`config.mk`:
```
export PLATFORM = sky130hd
export DESIGN_NAME = nios2_oci_trace_capture
export DESIGN_NICKNAME = d
export VERILOG_FILES = /design/src/rtl/nios2_oci_tb_pkg.sv /design/src/rtl/nios2_oci_tb_fifo.sv /design/src/rtl/nios2_oci_trace_capture.sv
export SDC_FILE = /design/constraint.sdc
export NUM_CORES = 1
export LEC_CHECK = 0
export BUFFER_PORTS_ARGS = -buffer_cell sky130_fd_sc_hd__buf_2
export CAP_MARGIN = 25
export CORE_MARGIN = 2
export CORE_UTILIZATION = 55
export DETAILED_ROUTE_END_ITERATION = 12
export GPL_TIMING_DRIVEN = 1
export PLACE_DENSITY = 0.81
export SLEW_MARGIN = 20
export SYNTH_ARGS = -nofsm -noshare
export SYNTH_HDL_FRONTEND = slang
export SYNTH_HIERARCHICAL = 1
export SYNTH_SLANG_ARGS = --single-unit
```
`constraint.sdc`:
```
create_clock -name clk -period 5 [get_ports clk]
set_input_delay 0.25 -clock clk [delete_from_list [all_inputs] [get_ports clk]]
set_output_delay 0.25 -clock clk [all_outputs]
set_load 0.05 [all_outputs]
```
`src/rtl/nios2_oci_tb_pkg.sv`:
```
// Shared definitions for the Nios II OCI trace capture buffer:
// FSM state encodings, overflow counter width and a clog2 helper.
package nios2_oci_tb_pkg;

  typedef enum logic [1:0] {
    ST_RUN   = 2'd0,
    ST_FLUSH = 2'd1,
    ST_DONE  = 2'd2
  } state_t;

  localparam int OVF_W = 16;

  function automatic int clog2(input int value);
    int res;
    res = 0;
    while ((1 << res) < value) res++;
    return res;
  endfunction

endpackage

```
`src/rtl/nios2_oci_tb_fifo.sv`:
```
// First-word-fall-through FIFO with registered head outputs and synchronous clear.
// Caller guarantees push only when not full (or popping) and pop only when rd_valid.
module nios2_oci_tb_fifo
  import nios2_oci_tb_pkg::*;
#(
  parameter int WIDTH = 8,
  parameter int DEPTH = 16
) (
  input  logic                      clk,
  input  logic                      reset_n,
  input  logic                      clr,
  input  logic                      push,
  input  logic [WIDTH-1:0]          wr_data,
  input  logic                      pop,
  output logic                      rd_valid,
  output logic [WIDTH-1:0]          rd_data,
  output logic [clog2(DEPTH):0]     level,
  output logic                      full
);

  localparam int AW = clog2(DEPTH);

  logic [WIDTH-1:0] mem [DEPTH];
  logic [AW:0]      wr_ptr;
  logic [AW:0]      rd_ptr;
  logic [AW:0]      wr_ptr_nx;
  logic [AW:0]      rd_ptr_nx;

  always_comb begin
    wr_ptr_nx = wr_ptr + (AW+1)'(push);
    rd_ptr_nx = rd_ptr + (AW+1)'(pop);
    level     = wr_ptr - rd_ptr;
    full      = (level == (AW+1)'(DEPTH));
  end

  always_ff @(posedge clk) begin
    if (push && !clr) mem[wr_ptr[AW-1:0]] <= wr_data;
  end

  // The head register is reloaded every cycle; a push into an emptying FIFO bypasses the array.
  always_ff @(posedge clk or negedge reset_n) begin
    if (!reset_n) begin
      wr_ptr   <= '0;
      rd_ptr   <= '0;
      rd_valid <= 1'b0;
      rd_data  <= '0;
    end else if (clr) begin
      wr_ptr   <= '0;
      rd_ptr   <= '0;
      rd_valid <= 1'b0;
      rd_data  <= '0;
    end else begin
      wr_ptr   <= wr_ptr_nx;
      rd_ptr   <= rd_ptr_nx;
      rd_valid <= (wr_ptr_nx != rd_ptr_nx);
      rd_data  <= (push && (wr_ptr == rd_ptr_nx)) ? wr_data : mem[rd_ptr_nx[AW-1:0]];
    end
  end

endmodule

```
`src/rtl/nios2_oci_trace_capture.sv`:
```
// Nios II OCI DCT trace capture: clamps/masks words, queues them, drains over valid/ready.
// Optional OCI_TRACE_CHECKSUM_EN enables the XOR checksum of popped words.
//
// state    | meaning
// ST_RUN   | capturing qualified DCT words
// ST_FLUSH | end of test requested, draining remaining words
// ST_DONE  | drained or aborted; terminal until reset
module nios2_oci_trace_capture
  import nios2_oci_tb_pkg::*;
#(
  parameter int SLICE_W = 3,
  parameter int SLOTS   = 10,
  parameter int CNT_W   = 4,
  parameter int DEPTH   = 16
) (
  input  logic                        clk,
  input  logic                        reset_n,
  input  logic                        dct_valid,
  input  logic [SLICE_W*SLOTS-1:0]    dct_buffer,
  input  logic [CNT_W-1:0]            dct_count,
  input  logic                        test_ending,
  input  logic                        test_has_ended,
  output logic                        out_valid,
  input  logic                        out_ready,
  output logic [SLICE_W*SLOTS-1:0]    out_data,
  output logic [CNT_W-1:0]            out_count,
  output logic [clog2(DEPTH):0]       level,
  output logic [OVF_W-1:0]            overflow_cnt,
  output logic                        drained,
  output logic [SLICE_W*SLOTS-1:0]    checksum
);

  localparam int DCT_W = SLICE_W * SLOTS;
  localparam int LVL_W = clog2(DEPTH) + 1;

  state_t              state;
  state_t              state_nx;
  logic [CNT_W-1:0]    count_c;
  logic [DCT_W-1:0]    data_m;
  logic                push_try;
  logic                push;
  logic                pop;
  logic                drop;
  logic                full;
  logic [DCT_W+CNT_W-1:0] rd_word;

  always_comb begin
    count_c = (dct_count > CNT_W'(SLOTS)) ? CNT_W'(SLOTS) : dct_count;
    data_m  = '0;
    for (int i = 0; i < SLOTS; i++) begin
      if (i < int'(count_c)) data_m[i*SLICE_W +: SLICE_W] = dct_buffer[i*SLICE_W +: SLICE_W];
    end
  end

  // Abort overrides both push and pop in its cycle.
  always_comb begin
    pop      = out_valid && out_ready && !test_has_ended;
    push_try = (state == ST_RUN) && dct_valid && (dct_count != '0) && !test_has_ended;
    push     = push_try && (!full || pop);
    drop     = push_try && full && !pop;
  end

  nios2_oci_tb_fifo #(
    .WIDTH(DCT_W + CNT_W),
    .DEPTH(DEPTH)
  ) u_fifo (
    .clk     (clk),
    .reset_n (reset_n),
    .clr     (test_has_ended),
    .push    (push),
    .wr_data ({count_c, data_m}),
    .pop     (pop),
    .rd_valid(out_valid),
    .rd_data (rd_word),
    .level   (level),
    .full    (full)
  );

  assign out_data  = rd_word[DCT_W-1:0];
  assign out_count = rd_word[DCT_W +: CNT_W];

  always_ff @(posedge clk or negedge reset_n) begin
    if (!reset_n) state <= ST_RUN;
    else          state <= state_nx;
  end

  always_comb begin
    state_nx = state;
    case (state)
      ST_RUN:   if (test_ending) state_nx = ST_FLUSH;
      ST_FLUSH: if ((level == '0) || ((level == LVL_W'(1)) && pop)) state_nx = ST_DONE;
      default:  state_nx = ST_DONE;
    endcase
    if (test_has_ended) state_nx = ST_DONE;
  end

  always_comb begin
    drained = (state == ST_DONE);
  end

  always_ff @(posedge clk or negedge reset_n) begin
    if (!reset_n)                         overflow_cnt <= '0;
    else if (drop && (overflow_cnt != '1)) overflow_cnt <= overflow_cnt + 1'b1;
  end

`ifdef OCI_TRACE_CHECKSUM_EN
  always_ff @(posedge clk or negedge reset_n) begin
    if (!reset_n) checksum <= '0;
    else if (pop) checksum <= checksum ^ out_data;
  end
`else
  assign checksum = '0;
`endif

endmodule

```
# Yosys cells after proc, flatten, opt, wreduce, memory -nomap -nowiden

Memory sizes are Yosys's and may differ from the RTL's.
Index checks and enable logic that the tools add are counted.

Register bits: 63
Memory bits (writable): 544
Bits of input ports: 40
Memories kept: 1

Memories:

| memory     | words | width | read ports | clocked after Yosys merged registers in | write ports | RTL line                | source |
|---|---|---|---|---|---|---|---|
| u_fifo.mem | 16    | 34    | 1          | 0                                       | 1           | nios2_oci_tb_fifo.sv:23 | `logic [WIDTH-1:0] mem [DEPTH];` |

Add/sub/neg operators: 4
$lt $le $gt $ge: 11
Equality and inequality tests: 9
Multiplexer cells: 22
Reductions and logical operators: 21

Operators by type and width:

| cell                                                 | count |
|---|---|
| 2-to-1 mux 34 bit                                    | 2 |
| 2-to-1 mux 3 bit                                     | 10 |
| adder 16 x 1 -> 16 bit, second input constant        | 1 |
| < comparator 3 x 4 -> 1 bit, first input constant    | 4 |
| != test 16 bit, second input constant                | 1 |
| logical AND 1 bit                                    | 12 |
| adder 5 x 1 -> 5 bit                                 | 2 |
| 2-to-1 mux 5 bit                                     | 2 |
| < comparator 1 x 4 -> 1 bit, first input constant    | 2 |
| < comparator 2 x 4 -> 1 bit, first input constant    | 2 |
| < comparator 4 bit, first input constant             | 2 |
| 2-to-1 mux 2 bit                                     | 3 |
| != test 3 bit, second input constant                 | 2 |
| equality test 5 x 1 -> 1 bit, second input constant  | 1 |
| equality test 5 bit                                  | 1 |
| equality test 5 bit, second input constant           | 1 |
| logical NOT 5 bit                                    | 1 |
| != test 5 bit                                        | 1 |
| subtractor 5 bit                                     | 1 |
| greater-than comparator 4 bit, second input constant | 1 |
| 2-to-1 mux 4 bit                                     | 1 |
| case mux 2 bit (2 select lines)                      | 1 |
| nonzero test 4 bit                                   | 1 |
| logical NOT 1 bit                                    | 3 |
| other kinds (6)                                      | 9 |

# Longest topological paths before layout

Gate-level depths: netlist of the first run.

Depth in word-level cells: 8
Mapped depth: 16
Mapped depth without buffers: 15

# Cells and area by module

The synthesis of the first run kept the hierarchy.

By module, submodules not included:

| module                  | times used | cells each | area each (sq um) | seq. area each (sq um) |
|---|---|---|---|---|
| nios2_oci_tb_fifo       | 1          | 1118       | 22704.3           | 17461.7 |
| nios2_oci_trace_capture | 1          | 158        | 1417.6            | 450.4 |

# Least setup slack after synthesis of the first run

OpenSTA, ideal clock, no wires.

Path type: register to register
Start: register u_fifo.wr_ptr[0]
End: memory u_fifo/mem[0][0] in the netlist's numbering (enable)
Library setup time: 0.467 ns
Arrival: 5.524 ns
Slack: -0.992 ns
Cell stages (with the launch flop): 13
Buffers on the path: 1
Cells stage by stage: dfrtp_1 -> clkbuf_1 -> inv_1 -> ha_1 -> inv_1 -> fa_1 -> xor2_1 -> nor3_1 -> o211a_1 -> a211oi_1 -> nand2b_1 -> or3_1 -> nor3_1

Word-level cells in the longest chain between the ends: 8

Ends and longest elaborated chain:

| element                                | RTL line                      | source |
|---|---|---|
| from (decl)                            | nios2_oci_tb_fifo.sv:24       | `logic [AW:0] wr_ptr;` |
| from (signal assigned)                 | nios2_oci_tb_fifo.sv:53       | `wr_ptr <= wr_ptr_nx;` |
| subtractor 5 bit                       | nios2_oci_tb_fifo.sv:32       | `level = wr_ptr - rd_ptr;` |
| via level[2]                           | nios2_oci_trace_capture.sv:27 | `output logic [clog2(DEPTH):0] level,` |
| equality test 5 bit                    | nios2_oci_tb_fifo.sv:33       | `full = (level == (AW+1)'(DEPTH));` |
| via full                               | nios2_oci_trace_capture.sv:44 | `logic full;` |
| logical NOT 1 bit                      | nios2_oci_trace_capture.sv:59 | `push = push_try && (!full \|\| pop);` |
| logical OR 1 bit                       | nios2_oci_trace_capture.sv:59 |  |
| logical AND 1 bit                      | nios2_oci_trace_capture.sv:59 |  |
| via push                               | nios2_oci_trace_capture.sv:41 | `logic push;` |
| logical AND 1 bit                      | nios2_oci_tb_fifo.sv:37       | `if (push && !clr) mem[wr_ptr[AW-1:0]] <= wr_data;` |
| 2-to-1 mux 1 bit                       | nios2_oci_tb_fifo.sv:37       |  |
| 2-to-1 mux 1 bit (implied by the code) | nios2_oci_tb_fifo.sv:37       |  |
| to (decl)                              | nios2_oci_tb_fifo.sv:23       |  |

The timed path passes the listed nets, and every way through them passes these cells.

# Final worst setup path of the first run

Start: register u_fifo.wr_ptr[0]
End: memory u_fifo/mem[6][18] in the netlist's numbering (enable)

Word-level cells in the longest chain between the ends: 8

Ends and longest elaborated chain:

| element                                | RTL line |
|---|---|
| subtractor 5 bit                       | nios2_oci_tb_fifo.sv:32 |
| equality test 5 bit                    | nios2_oci_tb_fifo.sv:33 |
| via full                               | nios2_oci_trace_capture.sv:44 |
| logical NOT 1 bit                      | nios2_oci_trace_capture.sv:59 |
| logical OR 1 bit                       | nios2_oci_trace_capture.sv:59 |
| logical AND 1 bit                      | nios2_oci_trace_capture.sv:59 |
| via push                               | nios2_oci_trace_capture.sv:41 |
| logical AND 1 bit                      | nios2_oci_tb_fifo.sv:37 |
| 2-to-1 mux 1 bit                       | nios2_oci_tb_fifo.sv:37 |
| 2-to-1 mux 1 bit (implied by the code) | nios2_oci_tb_fifo.sv:37 |

The timed path passes the listed nets, and every way through them passes these cells.

==> impl_results.md, run 1 <==
- Yosys reg bits: 607
- Origin of the worst min-delay path: test_has_ended
- Worst EP required: 5310 ps
- Finished Layout Cells: 2,056
- Final setup vio count: 0
- Post-layout min period: 4300 ps
- Initial antenna violation count: 0
- Largest cells by area after synthesis: edfxtp_1 (68%), mux4_2 (13%), dfrtp_1 (6.5%)
- First-pass GRT wire length: 87,300 um
- Count leader, synth: edfxtp_1
- Core area: 0.0432 sq mm
- Layout cells sized above 1: 28.0%
- Io pins: 127
- Final nets: 1,474
- Prevailing post-synth register cell: edfxtp_1
- Maximum clock rate: 232 MHz
- Maximum root-to-sink buffer count: 3
- Final Max Tran Viols: 0
- Fin crit share: 86.1%
- Hold WS: 73.9 ps
- Port bufs: 96
- Routed Antenna Nets: 0
- Layout area overhead: 14.6%
- Maximum vdd drop: 0.000283 V
- Wire per inst: 29.2 um
- Arrival @ worst endpoint: 4620 ps
- Slew @ Worst Pin: 1120 ps
- Clk sink count: 607
- Total number of vias: 13.1k
- Hpwl dp: 35,200 um
- Reg clk slew, reported paths: 60 ps
- Worst Setup End Kind: register
- Drt via density: 6.35
- Setup tns final: 0 ps
- Hold Path Class: input pin to register
- Reg2reg start: u_fifo/wr_ptr[0]
- Hold Crit Depth: 2
- EDFF count, synth: 544
- Largest net degree at the start of global routing: 64
- CP peak stage delay: 590 ps
- Synth top area share: 67.7%
- Static Leak: 9.26 nW
- Power Density: 376 mW/mm^2
- Clk root buf: clkbuf_16
- Worst reg-to-reg setup slack: 700 ps
- Cell Area, Synth: 0.0241 sq mm
- Most used cell, CP: inv_1
- Horiz. Die Dim: 213 um
- Global Route Usage Sum: 27.0%
- Antenna fix cells: 0
- Crit-path slowest cell: nor2_4
- Cells after DPL: 1,947
- Row count: 76
- DRT iter0 DRCs: 1,639
- Setup bufs post-CTS: 0
- RR Endpoint: u_fifo/mem[6][18]
- RSZ-0062 raised after global routing: false
- Starting Density: 55.9%
- CTS buffer count: 57
- Setup crit start kind: register
- Pre-antenna DRT Iters: 5
- Residual DRC: 0
- Hold endpoint: u_fifo/rd_ptr[2]
- Area leader, netlist: edfxtp_1
- Yosys warns: 6
- Hold Vio Cnt, Final: 0
- CP Cell Sequence: inv_1 -> ha_1 -> inv_1 -> fa_1 -> a21o_1 -> a21oi_1 -> xnor2_1 -> o211a_1 -> a211oi_1 -> nor2b_1 -> nand3b_1 -> nor2_4 -> buf_4
- CP delay by family, top: simple AND/OR/NAND/NOR gates
- Worst slew margin: 25.2%
- Crit Path Max Fanout: 15
- Post-Synthesis Cells: 1,276
- Yosys cell types: 50
- DIE HEIGHT: 213 um
- Setup Skew: 31.2 ps
- Max cap viols: 0
- Grt ovf: 0
- Asr flop ratio synth: 10.4%
- CTS tree: yes
- Status: finished clean
- Vias in the first global route: 13.1k
- Sequential-to-total area share from yosys stat: 74.3%
- Buf/Inv on CP: 3
- Commonest cells in the netlist: edfxtp_1 (544), nand2_1 (146), mux4_2 (136)
- Pre-CTS setup slack: 747 ps
- Die area: 0.0455 sq mm
- Placer congestion estimate: 0.848
- Final wirelength: 60,100 um
- Final worst slack: 697 ps
- Synthesized area per cell: 18.9 sq um
- Worst r2r path cells: 13
- Clk_lat worst skew: 620 ps
- Critical path class: register to register
- H-tree depth: 2
[logic make-up (layout without fill, tap and decap cells)]
family / count (synthesis) / in the layout / share of synthesized area (%)
AND/OR/NAND/NOR: 328 / 328 / 6.48
AO/OA/AOI/OAI: 50 / 50 / 1.96
multiplexers: 138 / 138 / 12.8
adder cells (fa/ha/maj): 10 / 10 / 0.550
flip-flops: 607 / 607 / 74.3
other: 1 / 30 / 0.0155
XOR/XNOR: 35 / 35 / 1.47
buffers and inverters: 107 / 273 / 2.48
[area by class of cell]
type	count	area (sq um)
fill	2792	15500
sequential	607	17900
clock inverter	26	394
multi-input combinational	591	5920
tap	585	732
inverter	10	37.5
clock buffer	80	1590
timing repair buffer	157	1050
[through the flow]
stage                     area, sq um  total power (W)  utilization (%)
after global routing            27600           0.0106             64.0
after CTS                       27600           0.0104             64.0
after detailed placement        25600          0.00593             59.3
final                           27600           0.0104             64.0
after floorplan                 24200          0.00582                -
after global placement          25600          0.00593             59.3
[cells in the final DEF (no fill, tap or decap), types with 3 or more instances in the layout]
master,synthesis,final
nor2b_2,0,4
inv_1,10,10
xnor2_1,20,18
clkbuf_1,35,15
nand2b_1,3,3
mux4_2,136,136
nand4_1,5,5
ha_1,9,7
edfxtp_1,544,544
nor3_2,0,3
a21oi_1,3,3
nand3_1,79,79
clkbuf_8,1,8
and2_1,9,9
a32o_1,34,34
nor2b_1,29,25
nor4_1,3,3
nor2_4,0,12
clkinv_1,0,6
nor2_1,31,19
dfrtp_1,63,63
bufinv_16,0,9
nor3_1,7,3
buf_12,0,8
conb_1,1,30
clkinv_2,0,6
buf_2,23,95
clkbuf_16,0,57
buf_4,30,52
xnor3_1,3,3
xor2_1,11,10
and3_1,3,3
nand2_1,146,146
[registers in the layout, summed over array words and instances, names as in the netlist]
name and count:
u_fifo/wr_ptr 5, state 2, u_fifo/rd_valid 1, u_fifo/mem 544, overflow_cnt 16, u_fifo/rd_ptr 5
u_fifo/rd_data 34
[power by group]
group | total [W] | internal, W | switching, W
sequential | 0.00555 | 0.00554 | 0.00000575
combinational | 0.000283 | 0.0000486 | 0.000235
clock | 0.00455 | 0.00269 | 0.00186
total | 0.0104 | 0.00829 | 0.00210
[layer usage]
layer,part of all wire [%],global-route usage [%]
met5,0,0
met4,4.3,11.7
met3,9.0,3.88
met2,51,45.6
met1,36,35.7
[worst max path at each step]
stage / cells after the start / end / start
3_3_place_gp: 13 / u_fifo/mem[5][25] / u_fifo/wr_ptr[0]
6_report: 13 / u_fifo/mem[6][18] / u_fifo/wr_ptr[0]
3_5_place_dp: 13 / u_fifo/mem[5][24] / u_fifo/wr_ptr[0]
4_1_cts: 13 / u_fifo/mem[5][13] / u_fifo/wr_ptr[0]
2_1_floorplan: 12 / u_fifo/mem[12][0] / u_fifo/wr_ptr[0]
5_1_grt: 13 / u_fifo/mem[5][21] / u_fifo/wr_ptr[0]
[repair_timing]
action,in CTS,in global routing
hold buffers,2,0
resized for setup,0,0
hold endpoints to repair,64,0
Power figures use the tool's default switching activity.
==> run 2: changes to the inputs <==
--- a/config.mk
+++ b/config.mk
@@ -11,9 +11,11 @@
 export CORE_UTILIZATION = 55
 export DETAILED_ROUTE_END_ITERATION = 12
 export GPL_TIMING_DRIVEN = 1
+export HOLD_SLACK_MARGIN = 0.12
 export PLACE_DENSITY = 0.81
 export SLEW_MARGIN = 20
 export SYNTH_ARGS = -nofsm -noshare
 export SYNTH_HDL_FRONTEND = slang
 export SYNTH_HIERARCHICAL = 1
 export SYNTH_SLANG_ARGS = --single-unit
+export TNS_END_PERCENT = 10
==> run 2 against run 1 <==
Net effect:
- sequential cell count unchanged
- via count fell by 0.41%
- combinational power fell by 2%
- first-iteration DRC count rose by 5.7%
- die area unchanged
- power is 1.7% lower
- setup slack worse by 100 ps
- critical path type unchanged
- highest routed layer unchanged
==> impl_results.md, run 2 (synthesis gave the netlist of run 1 again) <==
- CP Cell Sequence: inv_1 -> ha_1 -> inv_1 -> fa_1 -> a21o_1 -> a21oi_1 -> xnor2_1 -> o211a_1 -> a211oi_1 -> nor2b_1 -> nand3_1 -> nor2_4 -> buf_4
- Core area: 0.0432 sq mm (unchanged)
- Max reg flops: 544 (unchanged)
- Setup crit start kind: register
- Max cap viols: 0 (unchanged)
- Most frequent cells in the layout: edfxtp_1 (544), nand2_1 (146), mux4_2 (136), buf_2 (95), nand3_1 (79)
- Placer congestion estimate: 0.790 (-6.9%)
- Register area: 0.0179 sq mm (unchanged)
- Cts hold-fix bufs: 5 (+3)
- Maximum root-to-sink buffer count: 3 (unchanged)
- Final nets: 1,478 (+0.27%)
- Maximum vdd drop: 0.000279 V (-1.2%)
- Status: finished clean
- Total number of vias: 13.0k (-0.41%)
- Post-layout min period: 4400 ps (+99.7 ps)
- First-pass GRT wire length: 86,200 um (-1.3%)
- Power Density: 370 mW/mm^2 (-1.6%)
- Residual DRC: 0 (unchanged)
- Starting Density: 55.9% (unchanged)
- Critical path class: register to register
- Antenna fix cells: 0 (unchanged)
- Row count: 76 (unchanged)
- Fillers: 2,811 (+0.68%)
- CTS buffer count: 58 (+1.8%)
- Initial antenna violation count: 0 (unchanged)
- Hold endpoint: u_fifo/mem[9][12]
- Final Max Tran Viols: 0 (unchanged)
- Global Route Usage Sum: 26.6% (-0.45 points)
- Wire per inst: 28.6 um (-2.0%)
- Grt ovf: 0 (unchanged)
- Port bufs: 96 (unchanged)
- Setup tns final: 0 ps (unchanged)
- Clk_lat worst skew: 620 ps (about the same)
- Largest net degree at the start of global routing: 64 (unchanged)
- Layout cells sized above 1: 28.0% (-0.038 points)
- Clk sink count: 607 (unchanged)
- Worst Setup End Kind: register
- Routed Antenna Nets: 0 (unchanged)
- DIE HEIGHT: 213 um (unchanged)
- Fin crit share: 88.1% (+2.0 points)
- Maximum clock rate: 227 MHz (-2.3%)
- Final wirelength: 58,900 um (-1.9%)
- Arrival @ worst endpoint: 4700 ps (+80 ps)
- Hpwl dp: 33,500 um (-4.8%)
- Slew @ Worst Pin: 896 ps (-221 ps)
- Vias in the first global route: 13.1k (+0.13%)
- Hold Crit Depth: 2 (unchanged)
- Static Leak: 9.23 nW (-0.24%)
- Setup bufs post-CTS: 0 (unchanged)
- Total power: 0.0102 W (-1.7%)
- Reg clk slew, reported paths: 60 ps (about the same)
- Die area: 0.0455 sq mm (unchanged)
- Worst EP required: 5300 ps (about the same)
- Drt via density: 6.32 (-0.50%)
- Gates resized, CTS repair: 0 (unchanged)
- Clk root buf: clkbuf_16
- RSZ-0062 raised after global routing: false
- Final setup vio count: 0 (unchanged)
- CP peak stage delay: 640 ps (+50 ps)
- Area of the multi-input gates: 0.00592 sq mm (unchanged)
- Finished Layout Cells: 2,058 (+0.097%)
- Worst slew margin: 40.2% (+15 points)
- Setup Skew: 27.2 ps (-3.93 ps)
- Origin of the worst min-delay path: dct_buffer[12]
- Layout area overhead: 14.4%
- Fin util: 63.9% (-0.078 points)
- Io pins: 127 (unchanged)
- Hold Path Class: input pin to register
- H-tree depth: 2 (unchanged)
- Crit-path slowest cell: nor2_4
- Crit Path Max Fanout: 15 (unchanged)
- Pre-antenna DRT Iters: 8 (+3)
- CTS tree: yes
- Worst reg-to-reg setup slack: 600 ps (-100 ps)
- Reg2reg start: u_fifo/wr_ptr[0]
- Commonest non-fill, non-tap cell in the layout: edfxtp_1
- DRT iter0 DRCs: 1,733 (+5.7%)
- Worst r2r path cells: 13 (unchanged)
- RR Endpoint: u_fifo/mem[15][13]
- Hold Vio Cnt, Final: 0 (unchanged)
- Cells after DPL: 1,945 (-0.10%)
- Most used cell, CP: inv_1
- Horiz. Die Dim: 213 um (unchanged)
## run 2: cell count changes in the layout (fill, tap and decap cells not counted), moves of 2 or more
cell           before  now
clkbuf_8            8    3
buf_16              0    2
clkinv_2            6   11
bufinv_16           9    7
buf_4              52   50
clkbuf_1           15   13
dlygate4sd3_1       2    6
clkinvlp_4          1    4
## run 2: layer usage
metal	vias up	part of all wire (%)	global-route usage, %	wire length [um]
met2	927	49	42.7	28900
met3	132	11	5.48	6710
li1	5285	-	-	-
met4	0	3.7	11.3	2200
met5	-	0	0	0
met1	6667	36	36.0	21100
## run 2: power breakdown
group          switching [W]  internal, W  total, W
logic               0.000226    0.0000512  0.000278
registers         0.00000501      0.00554   0.00555
clock network        0.00184      0.00253   0.00438
total                0.00207      0.00813    0.0102
## run 2: final cells by class
type / instances / area share [%]
clock buffer: 74 / 5.59
clock inverter: 31 / 1.27
inverter: 10 / 0.136
multi-input combinational: 591 / 21.4
sequential: 607 / 64.9
tap: 585 / 2.65
timing repair buffer: 160 / 4.01
## run 2: worst max path at each step
stage / from / end
after floorplan: u_fifo/wr_ptr[0] / u_fifo/mem[12][0]
after global placement: u_fifo/wr_ptr[0] / u_fifo/mem[15][16]
after detailed placement: u_fifo/wr_ptr[0] / u_fifo/mem[15][16]
after CTS: u_fifo/wr_ptr[0] / u_fifo/mem[1][13]
after global routing: u_fifo/wr_ptr[0] / u_fifo/mem[1][13]
final: u_fifo/wr_ptr[0] / u_fifo/mem[15][13]
## run 2: worst max-delay path, delay by kind of cell (launching register included)
family                     cells  cell delay, ps
DFF                            1             540
and+or+nand+nor                3            1240
buffers and inverters          3             560
xor gates and xnor gates       1             130
adders and majority gates      2             590
AOI/OAI and AO/OA              4            1040
## run 2: through the flow
step | hold WS [ps] | cell area [sq um] | setup slack [ps]
after floorplan | -45.6 | 24200 | -893
after global placement | 444 | 25600 | 808
after detailed placement | 462 | 25600 | 693
after CTS | 131 | 27500 | 622
after global routing | 165 | 27600 | 295
final | 153 | 27600 | 597
